**src/rtl/instruction_cache_pkg.sv**
```systemverilog
// Shared geometry, FSM state encoding and the block word selector
// for the direct-mapped instruction cache.
package instruction_cache_pkg;
  localparam int INDEX_BITS    = 3;
  localparam int TAG_BITS      = 25;
  localparam int OFFSET_BITS   = 2;
  localparam int LINES         = 8;
  localparam int BLOCK_BITS    = 128;
  localparam int BLK_ADDR_BITS = TAG_BITS + INDEX_BITS;

  typedef enum logic [1:0] {
    ST_IDLE     = 2'd0,
    ST_MEM_READ = 2'd1,
    ST_UPDATE   = 2'd2
  } state_t;

  function automatic logic [31:0] sel_word(input logic [BLOCK_BITS-1:0] blk,
                                           input logic [OFFSET_BITS-1:0] off);
    return blk[32*off +: 32];
  endfunction
endpackage

```
**src/rtl/instruction_cache_if.sv**
```systemverilog
// CPU fetch port and instruction-memory refill port of the cache.
interface instruction_cache_if;
  import instruction_cache_pkg::*;

  logic                     read_enable;
  logic [31:0]              address;
  logic [31:0]              instruction;
  logic                     busywait;
  logic                     mem_read_enable;
  logic [BLK_ADDR_BITS-1:0] mem_address;
  logic [BLOCK_BITS-1:0]    mem_read_data;
  logic                     mem_busywait;

  modport master (
    output read_enable, address, mem_read_data, mem_busywait,
    input  instruction, busywait, mem_read_enable, mem_address
  );

  modport slave (
    input  read_enable, address, mem_read_data, mem_busywait,
    output instruction, busywait, mem_read_enable, mem_address
  );
endinterface

```
**src/rtl/instruction_cache_fsm.sv**
```systemverilog
// Refill sequencer: IDLE -> MEM_READ (wait for memory) -> UPDATE -> IDLE.
module icache_fsm
  import instruction_cache_pkg::*;
(
  input  logic   i_clk,
  input  logic   i_rst_n,
  input  logic   i_read_enable,
  input  logic   i_hit,
  input  logic   i_mem_busywait,
  output state_t o_state,
  output logic   o_busywait,
  output logic   o_mem_read_enable,
  output logic   o_latch,
  output logic   o_fill
);
  state_t r_state;
  state_t w_next;

  always_ff @(posedge i_clk or negedge i_rst_n) begin
    if (!i_rst_n) r_state <= ST_IDLE;
    else          r_state <= w_next;
  end

  always_comb begin
    w_next            = r_state;
    o_busywait        = 1'b0;
    o_mem_read_enable = 1'b0;
    o_latch           = 1'b0;
    o_fill            = 1'b0;
    case (r_state)
      ST_IDLE: begin
        if (i_read_enable && !i_hit) begin
          o_busywait = 1'b1;
          o_latch    = 1'b1;
          w_next     = ST_MEM_READ;
        end
      end
      ST_MEM_READ: begin
        o_busywait        = 1'b1;
        o_mem_read_enable = 1'b1;
        if (!i_mem_busywait) begin
          o_fill = 1'b1;
          w_next = ST_UPDATE;
        end
      end
      ST_UPDATE: begin
        o_busywait = 1'b1;
        w_next     = ST_IDLE;
      end
      default: w_next = ST_IDLE;
    endcase
  end

  assign o_state = r_state;
endmodule

```
**src/rtl/instruction_cache.sv**
```systemverilog
// Direct-mapped, read-only instruction cache: 8 lines of 4 words, single
// outstanding block refill; only the valid bits are reset.
module instruction_cache
  import instruction_cache_pkg::*;
(
  input  logic                i_clk,
  input  logic                i_rst_n,
  instruction_cache_if.slave  io_bus
);
  logic [LINES-1:0]      r_valid;
  logic [TAG_BITS-1:0]   r_tag  [LINES];
  logic [BLOCK_BITS-1:0] r_data [LINES];
  logic [BLK_ADDR_BITS-1:0] r_blk_addr;
  logic [31:0]           r_instr;

  logic [TAG_BITS-1:0]    w_tag;
  logic [INDEX_BITS-1:0]  w_index;
  logic [OFFSET_BITS-1:0] w_offset;
  logic [INDEX_BITS-1:0]  w_fill_index;
  logic [TAG_BITS-1:0]    w_fill_tag;
  logic [31:0]            w_word;
  logic                   w_hit;
  logic                   w_latch;
  logic                   w_fill;
  state_t                 w_state;
  logic                   w_unused;

  assign w_tag        = io_bus.address[31:7];
  assign w_index      = io_bus.address[6:4];
  assign w_offset     = io_bus.address[3:2];
  assign w_unused     = ^io_bus.address[1:0];
  assign w_fill_index = r_blk_addr[INDEX_BITS-1:0];
  assign w_fill_tag   = r_blk_addr[BLK_ADDR_BITS-1:INDEX_BITS];

  // Hits are only honoured in IDLE so a stale line can never answer mid-refill.
  assign w_hit  = io_bus.read_enable && (w_state == ST_IDLE) &&
                  r_valid[w_index] && (r_tag[w_index] == w_tag);
  assign w_word = sel_word(r_data[w_index], w_offset);

  icache_fsm u_fsm (
    .i_clk             (i_clk),
    .i_rst_n           (i_rst_n),
    .i_read_enable     (io_bus.read_enable),
    .i_hit             (w_hit),
    .i_mem_busywait    (io_bus.mem_busywait),
    .o_state           (w_state),
    .o_busywait        (io_bus.busywait),
    .o_mem_read_enable (io_bus.mem_read_enable),
    .o_latch           (w_latch),
    .o_fill            (w_fill)
  );

  always_ff @(posedge i_clk or negedge i_rst_n) begin
    if (!i_rst_n) begin
      r_valid    <= '0;
      r_blk_addr <= '0;
      r_instr    <= '0;
    end else begin
      if (w_latch) r_blk_addr <= io_bus.address[31:4];
      if (w_fill)  r_valid[w_fill_index] <= 1'b1;
      if (w_hit)   r_instr <= w_word;
    end
  end

  always_ff @(posedge i_clk) begin
    if (w_fill) begin
      r_tag[w_fill_index]  <= w_fill_tag;
      r_data[w_fill_index] <= io_bus.mem_read_data;
    end
  end

  assign io_bus.instruction = w_hit ? w_word : r_instr;
  assign io_bus.mem_address = r_blk_addr;
endmodule

```
**src/flat_wrapper.sv**
```systemverilog
// flat-port wrapper written by rule: the top's interface ports become plain ports
module instruction_cache_flat import instruction_cache_pkg::*;
  (i_clk, i_rst_n, io_bus_read_enable, io_bus_address, io_bus_mem_read_data, io_bus_mem_busywait, io_bus_instruction, io_bus_busywait, io_bus_mem_read_enable, io_bus_mem_address);
  instruction_cache_if io_bus_i ();
  input  logic i_clk;
  input  logic i_rst_n;
  input wire logic [$bits(io_bus_i.read_enable)-1:0] io_bus_read_enable;
  input wire logic [$bits(io_bus_i.address)-1:0] io_bus_address;
  input wire logic [$bits(io_bus_i.mem_read_data)-1:0] io_bus_mem_read_data;
  input wire logic [$bits(io_bus_i.mem_busywait)-1:0] io_bus_mem_busywait;
  output wire logic [$bits(io_bus_i.instruction)-1:0] io_bus_instruction;
  output wire logic [$bits(io_bus_i.busywait)-1:0] io_bus_busywait;
  output wire logic [$bits(io_bus_i.mem_read_enable)-1:0] io_bus_mem_read_enable;
  output wire logic [$bits(io_bus_i.mem_address)-1:0] io_bus_mem_address;
  assign io_bus_i.read_enable = io_bus_read_enable;
  assign io_bus_i.address = io_bus_address;
  assign io_bus_i.mem_read_data = io_bus_mem_read_data;
  assign io_bus_i.mem_busywait = io_bus_mem_busywait;
  assign io_bus_instruction = io_bus_i.instruction;
  assign io_bus_busywait = io_bus_i.busywait;
  assign io_bus_mem_read_enable = io_bus_i.mem_read_enable;
  assign io_bus_mem_address = io_bus_i.mem_address;
  instruction_cache u_core (.i_clk(i_clk), .i_rst_n(i_rst_n), .io_bus(io_bus_i));
endmodule
```
**config.mk**
```make
export PLATFORM = sky130hd
export DESIGN_NAME = instruction_cache_flat
export DESIGN_NICKNAME = d
export VERILOG_FILES = /design/src/rtl/instruction_cache_pkg.sv /design/src/rtl/instruction_cache_if.sv /design/src/rtl/instruction_cache_fsm.sv /design/src/rtl/instruction_cache.sv /design/src/flat_wrapper.sv
export SDC_FILE = /design/constraint.sdc
export NUM_CORES = 1
export LEC_CHECK = 0
export CAP_MARGIN = 40
export CORE_ASPECT_RATIO = 2
export CORE_MARGIN = 1.5
export CORE_UTILIZATION = 50
export CTS_CLUSTER_SIZE = 25
export DETAILED_ROUTE_END_ITERATION = 10
export GPL_TIMING_DRIVEN = 0
export PLACE_DENSITY = 0.77
export RECOVER_POWER = 50
export SLEW_MARGIN = 20
export SYNTH_ARGS = -nofsm -noshare
export SYNTH_HDL_FRONTEND = slang
export SYNTH_SLANG_ARGS = --single-unit
export TNS_END_PERCENT = 20
```
**constraint.sdc**
```tcl
create_clock -name i_clk -period 37.8 [get_ports i_clk]
set_input_delay 11.34 -clock i_clk [delete_from_list [all_inputs] [get_ports i_clk]]
set_output_delay 11.34 -clock i_clk [all_outputs]
set_load 0.05 [all_outputs]
```
==> flow_summary_export.csv <==
group,metric,value,unit
status,run_status,"finished, violations left",
status,failed_checks,"capacitance limit, slew limit",
yosys,synth_top_area_share,74.2,%
setup_path,worst_path_max_delay_cell,"sky130_fd_sc_hd__clkdlybuf4s50_1",
sta,max-slew-margin-rel,-53.4,%
yosys,synth-edff-count,1224,
global_route,met3_resource_use_gr,4.88,%
routing,routedWlPerCell,31.2,um
setup_path,path_delay_family,"buffers and inverters",
yosys,synth_top_cells_by_area,"sky130_fd_sc_hd__edfxtp_1 (74%), sky130_fd_sc_hd__mux4_2 (16%), sky130_fd_sc_hd__dfrtp_1 (3.5%), sky130_fd_sc_hd__mux2_2 (2.1%), sky130_fd_sc_hd__mux2i_1 (1.2%)",
setup_path,cp-start-kind,"primary input",
global_route,grt_pass1_wl,176,mm
routing,remaining_antenna_violation_count_after_routing,0,
clock_tree,tritoncts,"done",
yosys,synth_seq_cells,1294,
pwr,p_leak,19.3,nW
pwr,power-per-cell-area,57.1,nW/um^2
cells_and_area,final.fill_count,6598,
sta,report.final.slew_viol_count,106,
placement,port_buffers,220,
placement,gp_congestion,0.869,
routing,dr_total_vias,24100,
floorplan,initial_utilization,50.3,%
global_route,use_met1,28.8,%
cells_and_area,post_route_cells_drive_above_1_share,31.1,%
sta,rsz0062_at_grt,"false",
global_route,grt_overflow,0,
setup_path,critPathKind,"in -> out",
yosys,postSynthCellCount,2056,
global_route,initial_antenna_violation_count,56,
pwr,vdd_ir_drop_max,44.6,uV
global_route,first_global_vias,25200,
min_path,worstHoldPathType,"reg -> reg",
global_route,global_route.usage.met2,43.3,%
floorplan,placementRows,163,
global_route,gr-usage-all-layers,24.9,%
setup_path,worst-endpoint-required,26.46,ns
sta,fin_worst_skew,0.0353,ns
setup_path,crit_path_max_fanout,10,
clock_tree,clkSinkCount,1294,
setup_path,cp_data_arrival_time,16.25,ns
global_route,pin_count_of_the_biggest_net_entering_global_routing,39,
yosys,netlist_top_cells_count,"sky130_fd_sc_hd__edfxtp_1 (1224), sky130_fd_sc_hd__mux4_2 (342), sky130_fd_sc_hd__mux2_2 (93)",
yosys,yosys.cell_count.top_type,"sky130_fd_sc_hd__edfxtp_1",
setup_path,critical_path.max_stage_delay,0.72,ns
floorplan,chipHeight,448,um
floorplan,dieArea,101000,um^2
routing,first_iter_violations,2595,
setup_path,type_of_destination_of_the_critical_path,"primary output",
sta,max_clock_freq,0.0363,GHz
yosys,mappedNetlistArea,49500,um^2
yosys,yosys_warnings,0,
clock_tree,cts_root_buffer,"sky130_fd_sc_hd__clkbuf_16",
pwr,design_power_total,0.00338,W
yosys,async_flop_share,5.41,%
floorplan,io_pins,226,
clock_tree,clk_pin_slew,0.06,ns
clock_tree,clock_tree.htree_level_count,3,
yosys,synth.lib_cells_used.distinct,49,
routing,postRouteWirelength,123,mm
clock_tree,cts-hold-fix-buffers,0,
sta,period_needed,27.59,ns
flow_run,maxCapViolations,5,
setup_path,critPathMostFrequentCell,"sky130_fd_sc_hd__buf_6",
sta,setup_tns,0,ns
cells_and_area,layout.nets,2687,
routing,drt_drc_violations_left,0,
global_route,busiest_layer,"met2",
sta,final-hold-violation-count,0,
routing,route.detailed.vias_per_inst,6.10,
clock_tree,clkLatencyLatePin,0.73,ns
routing,first_pass_iters,5,
clock_tree,clk_path_buf_depth,3,
sta,period_share,73.0,%
yosys,syn-num-nets,2223,
yosys,ys_dominant_reg_cell,"sky130_fd_sc_hd__edfxtp_1",
floorplan,die_width,226,um
yosys,syn_avg_cell_area,24.1,um^2
cells_and_area,area.growth.synth_to_final,19.6,%
yosys,ys_seq_area_share,77.7,%
setup_path,timing.critical_path.cells,"clkdlybuf4s50_1, buf_6, buf_6, buf_6, clkbuf_1, clkbuf_1, mux4_2, mux4_2, mux2_2, mux2_2, clkdlybuf4s50_1",
floorplan,core-area,98500,um^2
sta,worst-slew-pin-transition,2.30,ns
clock_tree,postcts_setup_bufs,0,
sta,setup_viol,0,
yosys,yosys.area.top_type,"sky130_fd_sc_hd__edfxtp_1",
setup_path,buffer_and_inverter_count_on_the_worst_path,7,
placement,dp_hpwl,83.6,mm
clock_tree,postCtsResizedCells,0,
clock_tree,cts_buffers,110,
## routing by layer
layer,vias up,wire length (um)
li1,9767,-
met1,12700,42000
met2,1258,64900
met4,44,6590
met3,337,9560
met5,-,257
## report_power, final
| part | total, W | internal [W] | switching, W |
|---|---|---|---|
| clock network | 0.00117 | 0.000659 | 0.000507 |
| logic | 0.000435 | 0.000181 | 0.000254 |
| registers | 0.00178 | 0.00172 | 0.0000630 |
| total | 0.00338 | 0.00256 | 0.000824 |
## path summary, 6_finish.rpt
kind                                                          start                                       end  slack [ns]  cells past startpoint
worst max-delay path                              io_bus_address[5]                    io_bus_instruction[15]       10.21                     11
worst min-delay path                  u_core.r_valid[6]$_DFFE_PN0P_             u_core.r_valid[6]$_DFFE_PN0P_        0.47                      1
worst max register to register  u_core.u_fsm.o_state[1]$_DFFE_PN0P_            u_core.r_data[4][79]$_DFFE_PP_       33.86                      8
worst min register to register        u_core.r_valid[6]$_DFFE_PN0P_             u_core.r_valid[6]$_DFFE_PN0P_        0.47                      1
max in group asynchronous                                   i_rst_n              u_core.r_instr[23]$_DFF_PN0_       23.60                      2
min in group asynchronous                                   i_rst_n  u_core.io_bus.mem_address[6]$_DFFE_PN0P_       11.19                      1
## registers in the layout, summed over array words and instances, names as in the netlist
signal                     count
u_core.io_bus.mem_address     28
u_core.r_data               1024
u_core.r_instr                32
u_core.u_fsm.o_state           2
u_core.r_tag                 200
u_core.r_valid                 8
## logic make-up after synthesis
kind of cell / after synthesis / share of synthesized area, %
compound gates: 57 / 0.773
xor+xnor: 11 / 0.195
fa+ha+maj: 3 / 0.0758
buf+inv: 108 / 1.14
flops: 1294 / 77.7
mux: 504 / 19.2
simple gates: 79 / 0.917
## through the flow
step	worst slack, ns	utilization [%]	instances	hold WS, ns	instance area [um^2]
after global placement	2.22	54.2	3596	0.444	53400
after CTS	10.14	60.0	3929	0.470	59100
after detailed placement	10.23	56.2	3720	0.452	55400
final	10.21	60.1	3958	0.470	59200
after global routing	10.17	60.1	3949	0.490	59200
after floorplan	12.49	-	2056	0.431	49500
## cells in the final DEF (no fill, tap or decap), types with 44 or more instances in the layout
cell type	instances
sky130_fd_sc_hd__buf_4	44
sky130_fd_sc_hd__mux4_2	342
sky130_fd_sc_hd__clkdlybuf4s50_1	90
sky130_fd_sc_hd__clkbuf_16	112
sky130_fd_sc_hd__clkbuf_1	58
sky130_fd_sc_hd__dfrtp_1	70
sky130_fd_sc_hd__mux2i_1	60
sky130_fd_sc_hd__edfxtp_1	1224
sky130_fd_sc_hd__mux2_2	93
sky130_fd_sc_hd__dlygate4sd3_1	129
## area by class of cell
type / count / area (um^2) / area share (%)
clock inverter: 73 / 806 / 1.36
antenna: 21 / 52.6 / 0.0887
clock buffer: 136 / 2950 / 4.99
tap: 1320 / 1650 / 2.79
buffer: 100 / 538 / 0.909
inverter: 8 / 30.0 / 0.0507
sequential: 1294 / 38500 / 65.0
multi-input combinational: 654 / 10500 / 17.7
timing repair buffer: 352 / 4190 / 7.08
No activity file was read; power rests on OpenSTA's default activity.
